[config.mk]
export PLATFORM = sky130hd
export DESIGN_NAME = wdt_ctrl
export DESIGN_NICKNAME = d
export VERILOG_FILES = /design/src/rtl/wdt_ctrl.sv
export SDC_FILE = /design/constraint.sdc
export NUM_CORES = 1
export LEC_CHECK = 0
export BUFFER_PORTS_ARGS = -buffer_cell sky130_fd_sc_hd__clkbuf_2
export CAP_MARGIN = 15
export CORE_MARGIN = 2
export CORE_UTILIZATION = 62
export CTS_BUF_LIST = sky130_fd_sc_hd__clkbuf_8
export DETAILED_ROUTE_END_ITERATION = 8
export GPL_TIMING_DRIVEN = 1
export PLACE_DENSITY = 0.94
export SLEW_MARGIN = 20
export SYNTH_ARGS = -nofsm -noshare
export SYNTH_HDL_FRONTEND = slang
export SYNTH_SLANG_ARGS = --single-unit
export TNS_END_PERCENT = 1
[constraint.sdc]
create_clock -name clk -period 6.2 [get_ports clk]
set_input_delay 0.93 -clock clk [delete_from_list [all_inputs] [get_ports clk]]
set_output_delay 0.93 -clock clk [all_outputs]
set_load 0.02 [all_outputs]
[src/rtl/wdt_ctrl.sv]
// Watchdog timer controller: register-mapped enable/kick/compare with a
// registered timeout level that stays high until a kick or disable.
module wdt_ctrl #(
  parameter int CNT_W = 32
) (
  input  logic        clk,
  input  logic        rst,
  input  logic        reg_req,
  input  logic        reg_we,
  input  logic [7:0]  reg_addr,
  input  logic [31:0] reg_wdata,
  output logic [31:0] reg_rdata,
  output logic        reg_ack,
  output logic        timeout
);

  localparam logic [1:0] S_IDLE    = 2'd0;
  localparam logic [1:0] S_COUNT   = 2'd1;
  localparam logic [1:0] S_EXPIRED = 2'd2;

  localparam logic [7:0] A_WDEN   = 8'h00;
  localparam logic [7:0] A_WDLIVE = 8'h04;
  localparam logic [7:0] A_WTOCNT = 8'h08;
  localparam logic [7:0] A_STATUS = 8'h0C;
  localparam logic [7:0] A_COUNT  = 8'h10;

  logic [1:0]       state, state_nxt;
  logic [CNT_W-1:0] counter, counter_nxt;
  logic [CNT_W-1:0] wtocnt, wtocnt_nxt;
  logic [31:0]      rdata_nxt;
  logic             access, wr, enabled, kick, wden_wr;

  // A request is taken only while no ack is showing, so one access per handshake.
  assign access  = reg_req && !reg_ack;
  assign wr      = access && reg_we;
  assign enabled = (state != S_IDLE);
  assign kick    = wr && (reg_addr == A_WDLIVE) && reg_wdata[0] && enabled;
  assign wden_wr = wr && (reg_addr == A_WDEN);

  // NOTE: every always_comb output gets a default first, otherwise a missed branch infers a latch.
  always_comb begin
    state_nxt   = state;
    counter_nxt = counter;
    wtocnt_nxt  = wtocnt;

    // Normal progress compares against the pre-edge compare value.
    case (state)
      S_IDLE:    ;
      S_COUNT: begin
        if (counter >= wtocnt)      state_nxt   = S_EXPIRED;
        else if (counter != '1)     counter_nxt = counter + CNT_W'(1);
      end
      S_EXPIRED: ;
      default:   state_nxt = S_IDLE;
    endcase

    // Kick overrides a coincident expiry; disable overrides everything.
    if (kick) begin
      state_nxt   = S_COUNT;
      counter_nxt = '0;
    end
    if (wden_wr) begin
      if (!reg_wdata[0]) begin
        state_nxt   = S_IDLE;
        counter_nxt = '0;
      end else if (state == S_IDLE) begin
        state_nxt   = S_COUNT;
        counter_nxt = '0;
      end
    end
    if (wr && (reg_addr == A_WTOCNT)) wtocnt_nxt = reg_wdata[CNT_W-1:0];
  end

  always_comb begin
    rdata_nxt = '0;
    case (reg_addr)
      A_WDEN:   rdata_nxt[0]         = enabled;
      A_WTOCNT: rdata_nxt[CNT_W-1:0] = wtocnt;
      A_STATUS: rdata_nxt[1:0]       = {timeout, enabled};
      A_COUNT:  rdata_nxt[CNT_W-1:0] = counter;
      default:  ;
    endcase
  end

  // NOTE: sequential state uses non-blocking assignments so every flop samples pre-edge values.
  always_ff @(posedge clk or posedge rst) begin
    if (rst) begin
      state     <= S_IDLE;
      counter   <= '0;
      wtocnt    <= '0;
      timeout   <= 1'b0;
      reg_ack   <= 1'b0;
      reg_rdata <= '0;
    end else begin
      state   <= state_nxt;
      counter <= counter_nxt;
      wtocnt  <= wtocnt_nxt;
      timeout <= (state_nxt == S_EXPIRED);
      reg_ack <= access;
      if (access) reg_rdata <= reg_we ? 32'h0 : rdata_nxt;
    end
  end

endmodule
# After elaboration in Yosys (flattened, before gate mapping)
# Cells that the tools add are included.
[totals]
inputBits = 44
output_inout_bits = 34
ram_bits = 0
reg_bits = 100
latchBits = 0
wordCells = 46
memories = 0
mem_bits_ro = 0
[classes]
n_div = 0
n_mux = 17
reduce_logical = 13
n_bitwise = 0
mul = 0
magnitude_cmp = 1
n_addsub = 1
n_eq_ne = 8
n_shift = 0
[ops]
columns = ["operator", "n"]
rows = [
  ["$mux W32", 8],
  ["$pmux W30 S2", 1],
  ["$add A32 B1 Y32 const B", 1],
  ["$ge A32 B32 Y1", 1],
  ["$ne A32 B32 Y1 const B", 1],
  ["$eq A8 B4 Y1 const B", 2],
  ["$mux W2", 5],
  ["$eq A8 B3 Y1 const B", 1],
  ["$eq A8 B5 Y1 const B", 1],
  ["$logic_not A8 Y1", 1],
  ["$logic_and A1 B1 Y1", 7],
  ["$pmux W1 S3", 2],
  ["$eq A2 B2 Y1 const B", 2],
  ["$pmux W2 S2", 1],
  ["$reduce_or A2 Y1", 2],
  ["$eq A2 B1 Y1 const B", 1],
  ["$logic_not A2 Y1", 1],
  ["$reduce_bool A2 Y1", 1],
  ["$logic_not A1 Y1", 1],
]

# Logic depth before layout (Yosys ltp)
# Gate-level depths: netlist of the first run.
[depth]
word_depth = 11
mapped_depth = 11
ltp_nobuf = 9

# Least setup slack after synthesis of the first run
# No wires, ideal clock.
[synth_timing]
path_kind = "reg2reg"
start = "reg counter[0]"
end = "reg counter[13]"
t_arrival_ns = 2.447
required_time_ns = 6.121
slack_ns = 3.673
path_stages_with_launch = 10
path_buffers = 0
synth_period_minus_slack_ns = 2.527
setup_time_ns = 0.079
cell_sequence = "dfrtp_1 inv_1 ha_1 nand2b_1 a2111o_1 a32o_1 o31a_4 nor3_4 and3_1 mux2i_1"
[synth_via]
elab_chain_cells = 8
elab_cells_between_ends = 10
classes_between = "add/sub: 1; order compare: 1; eq/ne: 1; mux: 7"
[synth_rtl]
columns = ["element", "line", "source"]
rows = [
  ["start, declared", "28", "logic [CNT_W-1:0] counter, counter_nxt;"],
  ["start signal, assigned", "96", "counter <= counter_nxt;"],
  ["$add A32 B1 Y32 / $ne A32 B32 Y1 (equally long branches)", "51", "else if (counter != '1) counter_nxt = counter + CNT_W'(1);"],
  ["$mux W32", "51", ""],
  ["$mux W32 (*)", "50", "if (counter >= wtocnt) state_nxt = S_EXPIRED;"],
  ["$mux W32 (*)", "47", "case (state)"],
  ["$mux W32 (*)", "58", "if (kick) begin"],
  ["$mux W32", "66", "end else if (state == S_IDLE) begin"],
  ["$mux W32", "63", "if (!reg_wdata[0]) begin"],
  ["$mux W32 (*)", "62", "if (wden_wr) begin"],
  ["net counter_nxt[13]", "28", ""],
]
# The timed path passes the listed nets; every way through them passes the cells marked *.
# A chain may end at the register's enable or synchronous reset.

# Worst setup path in the final report of the first run
[layout_timing]
start = "in reg_req"
end = "reg counter[24]"
[layout_via]
elab_chain_cells = 9
elab_cells_between_ends = 10
classes_between = "mux: 4; reduce/logical: 6"
[layout_rtl]
columns = ["element", "line", "source"]
rows = [
  ["start, declared", "8", "input logic reg_req,"],
  ["$logic_and A1 B1 Y1 (*)", "34", "assign access = reg_req && !reg_ack;"],
  ["net access", "31", "logic access, wr, enabled, kick, wden_wr;"],
  ["$logic_and A1 B1 Y1 (*)", "35", "assign wr = access && reg_we;"],
  ["$logic_and A1 B1 Y1 (3 in a row)", "37", "assign kick = wr && (reg_addr == A_WDLIVE) && reg_wdata[0] && enabled;"],
  ["$mux W32", "58", ""],
  ["$mux W32", "66", ""],
  ["$mux W32", "63", ""],
  ["$mux W32 (*)", "62", ""],
  ["net counter_nxt[24]", "28", ""],
]
# Marks and branches as above.

==> results of run 1 <==
[cell families (layout without fill, tap and decap cells)]
group / Yosys count / in the layout
flip-flops: 100 / 100
AO/OA/AOI/OAI: 167 / 167
XOR/XNOR: 7 / 7
adder cells (fa/ha/maj): 33 / 33
AND/OR/NAND/NOR: 241 / 241
buffers and inverters: 72 / 136
multiplexers: 9 / 9
[layout by cell type (no fill, tap or decap), types with 26 or more instances in the layout]
master / n
nand2_1: 110
ha_1: 33
dfrtp_1: 100
nand3_1: 26
o21ai_0: 71
clkbuf_2: 77
a21oi_1: 28
nor2_1: 35
a22oi_1: 30
inv_1: 41
[routing by layer]
metal / vias to the layer above / share of wire, % / GRT usage, %
met3: 51 / 9.5 / 5.89
li1: 2339 / - / -
met1: 2435 / 40 / 41.7
met5: - / 0 / 0
met2: 333 / 47 / 45.9
met4: 0 / 3.4 / 15.4
[final cells by class]
class	count	area share, %
inverters	41	2.55
clock inverters	6	0.673
repair buffers	80	6.64
well taps	108	2.20
multi-input cells	457	45.2
flip-flops and latches	100	40.8
clock buffers	9	2.02
[state kept, by name, indices dropped and copies added (netlist names)]
signal,cells
counter,32
reg_ack,1
reg_rdata,32
state,2
timeout,1
wtocnt,32
[how the worst max path moves through the flow]
stage	end	from	depth (start not counted)	slack, ns
floorplan	counter[0]	rst	1	2.65
global placement	counter[24]	reg_req	8	2.60
detailed placement	counter[7]	reg_req	8	2.39
CTS	counter[24]	reg_req	9	2.78
global route	counter[24]	reg_req	9	2.74
finish	counter[24]	reg_req	9	3.08
[through the flow]
stage | area (sq um) | setup WS [ns] | util [%]
global route | 6140 | 2.74 | 70.7
global placement | 5960 | 2.60 | 68.7
CTS | 6130 | 2.78 | 70.7
detailed placement | 5970 | 2.39 | 68.8
floorplan | 5540 | 2.65 | -
finish | 6140 | 3.08 | 70.7
[where the power goes]
group	internal, mW	switching, mW	leakage (nW)
sequential	0.666	0.0159	1.14
clock	0.145	0.229	0.0833
combinational	0.0343	0.0587	1.68
total	0.844	0.304	2.91
[worst register-to-register path, cell delays in order (launching register included)]
cell      delay, ns
dfrtp_1        0.51
inv_1          0.08
ha_1           0.29
nand2b_1       0.15
a2111o_1       0.41
a32o_1         0.26
o31ai_2        0.32
nand2b_1       0.26
or4_1          0.48
a21oi_1        0.15
==> reports/results.ini, run 1 <==
[outcome]
status=finished, final reports clean

[placed_design]
dp_cells=786
portBuffers=77
place.gp.congestion=0.921
dp_hpwl_microns=10200

[clocking]
insertion_delay_ns=0.37
cts_buffers=9
cts_hold_buf=0
cts_tree=done
cts_sinks=100
clk_pin_slew_ns=0.10
cts_max_level=3
clk_path_buf_depth=2
post_cts_resized=0
post_cts_buffers=0
cts_root_buffer=clkbuf_8

[cells_and_area]
multi_input_area_sq_um=2770
diodes=0
syn2layout_area_growth_pct=10.8
layout.nets=766
drive_above_1_share_pct=16.7
nFillCells=603
seqCellArea_sq_um=2500
fin_cells=801

[synthesis]
synth_fp_nets=706
yosysSeqAreaShare_pct=45.2
ys_top_cells_by_count=110 x nand2_1, 100 x dfrtp_1, 71 x o21ai_0
ys_ff_latch=100
synth_top_family_by_area=simple AND/OR/NAND/NOR gates
synth_xor_area_share_pct=1.11
synth_edf_count=0
synth_compound_area_share_pct=18.8
synth_area_leaders=dfrtp_1 45%, ha_1 7.5%, nand2_1 7.5%, o21ai_0 6.4%, a22oi_1 4.1%
synth_top_area_cell=dfrtp_1
syn_area_sq_um=5540
postSynthAreaPerCell_sq_um=8.81
synth_top_area_share_pct=45.2
syn_inst=629
synth.most_common_cell=nand2_1
synth.area.mux_share_pct=1.67
ys_warn_count=0
synthAdderAreaFrac_pct=7.45
async_flop_share_pct=100
yosys.area_share.simple_pct=20.6
synth_flop_cell=dfrtp_1
yosysUniqueCellTypes=52

[detailed_routing]
wire_per_inst_microns=18.0
vias=5158
viasPerCell=6.44
dr.first_iter.drc_count=737
drc_errors=0
ant_nets=0
first_pass_iters=5
wirelength_microns=14400

[timing]
finalSetupViolations=0
fin_skew_ns=0.00759
fin_setup_tns_ns=0
whs_ns=0.485
drv_slew=0
relSlewSlack_pct=31.6
max_freq_mhz=321
finalCriticalPeriod_ns=3.12
rsz0062_at_grt=no
hold_violations=0
worstMarginPinSlew_ns=1.03
fin_crit_sh_pct=50.3

[setup_path]
cp-start-kind=input pin
critPathSlowestCell=nand2_1
rr_worst_depth=9
slowest_delay_ns=0.66
end_kind=register
critPathBufInv=2
cp_cell_sequence=clkbuf_2 > nand2b_2 > inv_1 > nand2_1 > nor4_2 > nand2_1 > nand2_1 > a21oi_1 > a31o_2
reg2reg_slack_ns=3.20
worstPathMaxFanout=33
critPathKind=in2reg
cp_top_family=simple AND/OR/NAND/NOR gates
r2r-end=counter[18]
timing.rr.start=counter[0]
required_ns=6.47
critical_path_arrival_ns=3.38
crit_path_frequent_cell=nand2_1

[floorplanning]
die_x_microns=98.5
rows=34
core_area_sq_um=8680
initial_core_util_pct=63.8
dieArea_sq_um=9710
die_y_microns=98.5
io_pins=78

[worst_hold_path]
hold_start=reg_rdata[11]
hp-class=reg2reg
hold_depth=2
hold_end=reg_rdata[11]

[global_routing]
grt_max_degree=72
overflow=0
track_usage_pct=30.3
grt_pass1_wl_microns=23800
antenna_found_initial=0
grt_pass1_vias=5033

[run]
max-cap-violations=0

[power]
leakage_nw=2.91
power.total_mw=1.15
max-vdd-ir-drop_mv=0.111
power_density_nw_per_um2=187

Note: power is estimated with default switching activity, not from simulation.
==> run 2: changes to the inputs <==
--- a/config.mk
+++ b/config.mk
@@ -8,11 +8,11 @@
 export BUFFER_PORTS_ARGS = -buffer_cell sky130_fd_sc_hd__clkbuf_2
 export CAP_MARGIN = 15
 export CORE_MARGIN = 2
-export CORE_UTILIZATION = 62
+export CORE_UTILIZATION = 60
 export CTS_BUF_LIST = sky130_fd_sc_hd__clkbuf_8
 export DETAILED_ROUTE_END_ITERATION = 8
 export GPL_TIMING_DRIVEN = 1
-export PLACE_DENSITY = 0.94
+export PLACE_DENSITY = 0.92
 export SLEW_MARGIN = 20
 export SYNTH_ARGS = -nofsm -noshare
 export SYNTH_HDL_FRONTEND = slang
==> constraint.sdc (replaced) <==
create_clock -name clk -period 2.9 [get_ports clk]
set_input_delay 0.435 -clock clk [delete_from_list [all_inputs] [get_ports clk]]
set_output_delay 0.435 -clock clk [all_outputs]
set_load 0.02 [all_outputs]
==> run 2 against run 1 <==
Clock skew up 0.0056 ns. Cell count is 5.7% higher. Critical path depth is 1 lower. Largest power group unchanged. Flip-flop and latch count unchanged. Combinational power grew 140%. Largest cell class unchanged. Highest routed layer unchanged. Sequential share of layout area shrank 2.4 points. Clock-buffer cell count unchanged. Hold slack lost 0.32 ns. Power is 140% higher.
==> reports/results.ini, run 2 (synthesis gave the netlist of run 1 again) <==
[floorplanning]
die_y_microns=100
core_area_sq_um=9110
rows=35
io_pins=78
initial_core_util_pct=60.8
dieArea_sq_um=10000
die_x_microns=100

[worst_hold_path]
hp-class=in2async

[global_routing]
grt_pass1_wl_microns=25500
overflow=0
track_usage_pct=32.1
grt_pass1_vias=5253
grt_max_degree=101
antenna_found_initial=0

[setup_path]
critical_path_arrival_ns=3.02
cp_cell_sequence=ha_1 > nand2b_1 > a2111o_1 > a32o_1 > o31a_4 > nor3_4 > and3_1 > mux2i_1
end_kind=register
critPathSlowestCell=dfrtp_1
cp-start-kind=register
worstPathMaxFanout=7
slowest_delay_ns=0.42
required_ns=3.19
critPathKind=reg2reg

[timing]
rsz0062_at_grt=no
drv_slew=0
fin_skew_ns=0.0132
relSlewSlack_pct=59.7
hold_violations=0
fin_setup_tns_ns=0
worstMarginPinSlew_ns=0.600
max_freq_mhz=367
finalCriticalPeriod_ns=2.73
finalSetupViolations=0
whs_ns=0.165
fin_crit_sh_pct=94.0

[clocking]
cts_tree=done
cts_buffers=9
post_cts_buffers=0
post_cts_resized=0
cts_hold_buf=0
insertion_delay_ns=0.38
cts_max_level=3
cts_sinks=100
cts_root_buffer=clkbuf_8
clk_pin_slew_ns=0.11
clk_path_buf_depth=2

[placed_design]
dp_hpwl_microns=11300
place.gp.congestion=0.974
dp_cells=831
portBuffers=77

[power]
max-vdd-ir-drop_mv=0.218
power_density_nw_per_um2=417
leakage_nw=3.15

[detailed_routing]
ant_nets=0
dr.first_iter.drc_count=684
viasPerCell=6.41
vias=5429
wire_per_inst_microns=18.7
wirelength_microns=15800
first_pass_iters=7
drc_errors=0

[cells_and_area]
reg.largest.list=counter (32), reg_rdata (32), wtocnt (32)
drive_above_1_share_pct=21.6
fin_cells=847
diodes=0
syn2layout_area_growth_pct=17.8
layout_common_cells=110 x nand2_1, 100 x dfrtp_1, 77 x clkbuf_2
final_common_cell=nand2_1
layout.nets=808

[outcome]
status=finished, final reports clean

[run]
max-cap-violations=0

==> run 2: metal layers <==
| layer | global-route usage (%) | wire length (microns) | vias up |
|---|---|---|---|
| met5 | 0 | 0 | - |
| met1 | 43.5 | 6010 | 2529 |
| met3 | 5.99 | 1820 | 80 |
| met4 | 13.2 | 612 | 0 |
| met2 | 51.2 | 7380 | 407 |
| li1 | - | - | 2413 |
==> run 2: area by class of cell <==
type / instances / area (sq um)
well taps: 111 / 139
repair buffers: 122 / 736
clock buffers: 9 / 124
flip-flops and latches: 100 / 2500
clock inverters: 7 / 108
inverters: 41 / 158
fillers: 594 / 2580
multi-input cells: 457 / 2760
==> run 2: metrics by stage <==
stage               util (%)  worst slack, ns  total power, mW  cell area (sq um)
floorplan                  -            0.373             1.60               5540
global placement        69.1            0.281             1.68               6290
detailed placement      69.1            0.231             1.69               6290
CTS                     71.6            0.185             2.70               6530
global route            71.6           0.0530             2.79               6530
finish                  71.6            0.174             2.72               6530
==> run 2: power breakdown <==
part	internal, mW	leakage [nW]	switching [mW]
sequential	1.42	1.14	0.0252
clock	0.503	0.114	0.542
combinational	0.0861	1.89	0.140
total	2.01	3.15	0.707
==> run 2: final timing paths <==
path                               startpoint       endpoint  slack, ns  cells past startpoint
worst max-delay path                wtocnt[0]    counter[13]       0.17                      8
worst min-delay path                      rst  reg_rdata[28]       0.16                      3
worst max register to register      wtocnt[0]    counter[13]       0.17                      8
worst min register to register  reg_rdata[18]  reg_rdata[18]       0.49                      2
max in group asynchronous                 rst     wtocnt[27]       2.31                      3
min in group clk                reg_wdata[26]     wtocnt[26]       0.26                      3
==> run 2: worst max-delay path: cells and delay by family, from the launching register on <==
kind / cells / cell delay (ns)
AO/OA/AOI/OAI: 3 / 1.02
AND/OR/NAND/NOR: 3 / 0.75
flip-flops: 1 / 0.42
adder cells (fa/ha/maj): 1 / 0.27
multiplexers: 1 / 0.19
==> run 3: changes to the inputs <==
--- a/config.mk
+++ b/config.mk
@@ -13,6 +13,7 @@
 export DETAILED_ROUTE_END_ITERATION = 8
 export GPL_TIMING_DRIVEN = 1
 export PLACE_DENSITY = 0.92
+export SETUP_SLACK_MARGIN = 0.5
 export SLEW_MARGIN = 20
 export SYNTH_ARGS = -nofsm -noshare
 export SYNTH_HDL_FRONTEND = slang
==> run 3 against run 2 <==
The flow now finishes with violations (DRC). Sequential power about the same. Hold slack lost 0.0054 ns. Utilization increased by 1.2 points. Critical path depth unchanged. Register-to-register slack about the same. Setup slack lost 0.014 ns. Global-route usage is 1.3 points higher. Die area stayed put. Cell area is 1.7% higher. First-iteration DRC count is 45% higher. Critical endpoint is now counter[18]. Largest cell class unchanged.
==> reports/results.ini, run 3 (synthesis gave the netlist of run 1 again) <==
[outcome]
failed_checks=DRC
status=complete, but fails checks

[detailed_routing]
viasPerCell=6.59
wire_per_inst_microns=20.1
vias=5635
drc_errors=9
dr.first_iter.drc_count=990
wirelength_microns=17100
ant_nets=0
first_pass_iters=9

[global_routing]
antenna_found_initial=0
grt_max_degree=101
overflow=0
grt_pass1_wl_microns=26500
met3_usage_pct=8.01
met1_usage_pct=43.1
track_usage_pct=33.3
top_usage_layer=met2
grt_pass1_vias=5466
met2_usage_pct=51.9

[power]
power_density_nw_per_um2=410
leakage_nw=3.21
max-vdd-ir-drop_mv=0.227

[timing]
drv_slew=0
relSlewSlack_pct=56.5
hold_violations=0
max_freq_mhz=365
finalCriticalPeriod_ns=2.74
fin_crit_sh_pct=94.5
fin_skew_ns=0.00779
finalSetupViolations=0
fin_setup_tns_ns=0
rsz0062_at_grt=yes
setup_slack_ns=0.160
whs_ns=0.159
worstMarginPinSlew_ns=0.646

[setup_path]
reg2reg_slack_ns=0.16
worstPathMaxFanout=7
critPathKind=reg2reg
cp-start-kind=register
rr_worst_depth=8
r2r-end=counter[18]
critPathBufInv=0
critPathSlowestCell=a211oi_1
cp_top_family=simple AND/OR/NAND/NOR gates
cp_cell_sequence=ha_1 > nand4_1 > nor3_1 > a211oi_1 > nand3_2 > nand2b_4 > or4_1 > a21oi_2
end_kind=register
required_ns=3.20
timing.rr.start=counter[28]
slowest_delay_ns=0.51
critical_path_arrival_ns=3.04

[placed_design]
portBuffers=77
detailedPlace.worstSlack_ns=0.231
dp_hpwl_microns=11300
place.gp.congestion=0.974

[cells_and_area]
drive_above_1_share_pct=23.4
final_common_cell=nand2_1
diodes=0
syn2layout_area_growth_pct=19.9
layout_common_cells=110 x nand2_1, 100 x dfrtp_1, 77 x clkbuf_2
reg.largest.list=counter (32), reg_rdata (32), wtocnt (32)
layout.nets=816
nFillCells=553

[floorplanning]
die_x_microns=100
io_pins=78
core_area_sq_um=9110
dieArea_sq_um=10000
rows=35
die_y_microns=100
initial_core_util_pct=60.8

[clocking]
cts_root_buffer=clkbuf_8
cts_hold_buf=0
clk_pin_slew_ns=0.11
cts_buffers=9
insertion_delay_ns=0.38
cts_sinks=100
cts_max_level=3
clk_path_buf_depth=2
cts_tree=done

[worst_hold_path]
hp-class=in2async

[run]
max-cap-violations=0

[run 3: worst reg2reg max path, cell delays in order (launching register included)]
cell and delay, ns:
dfrtp_1 0.46, ha_1 0.33, nand4_1 0.21, nor3_1 0.10, a211oi_1 0.51, nand3_2 0.17, nand2b_4 0.20, or4_1 0.48
a21oi_2 0.20
[run 3: worst max-delay path by stage]
stage | slack, ns | end | cells past startpoint | startpoint
2_1_floorplan | 0.37 | counter[13] | 9 | counter[0]
3_3_place_gp | 0.28 | counter[13] | 8 | wtocnt[0]
3_5_place_dp | 0.23 | counter[13] | 8 | wtocnt[0]
4_1_cts | 0.34 | counter[18] | 9 | counter[0]
5_1_grt | 0.18 | counter[12] | 9 | counter[0]
6_report | 0.16 | counter[18] | 8 | counter[28]
[run 3: timing repair]
item,CTS,global route
endpoints found under the hold margin,0,0
gates resized for setup,2,7
endpoints found under the setup margin,30,35
buffers inserted,8,0
pin swaps,4,3
[run 3: area by class of cell]
type,instances,area [sq um],share of cell area [%]
inverters,41,158,2.37
well taps,111,139,2.09
clock buffers,9,124,1.87
repair buffers,130,812,12.2
clock inverters,7,108,1.62
flip-flops and latches,100,2500,37.7
multi-input cells,457,2800,42.1
[run 3: metrics by stage]
stage                     util (%)  instances  power, mW  cell area (sq um)
final                         72.9        855       2.72               6640
after detailed placement      69.1        831       1.69               6290
after global routing          72.9        855       2.79               6640
after floorplan                  -        629       1.60               5540
after CTS                     72.6        855       2.70               6610
after global placement        69.1        831       1.68               6290
[run 3: where the power goes]
| group | switching, mW | internal, mW | total (mW) |
|---|---|---|---|
| clock network | 0.542 | 0.503 | 1.04 |
| logic | 0.145 | 0.0871 | 0.232 |
| registers | 0.0252 | 1.42 | 1.45 |
[run 3: layer usage]
| metal | vias to the layer above | wire (microns) |
|---|---|---|
| li1 | 2427 | - |
| met1 | 2601 | 6230 |
| met2 | 459 | 7740 |
| met3 | 148 | 2070 |
| met4 | 0 | 1120 |
| met5 | - | 0 |
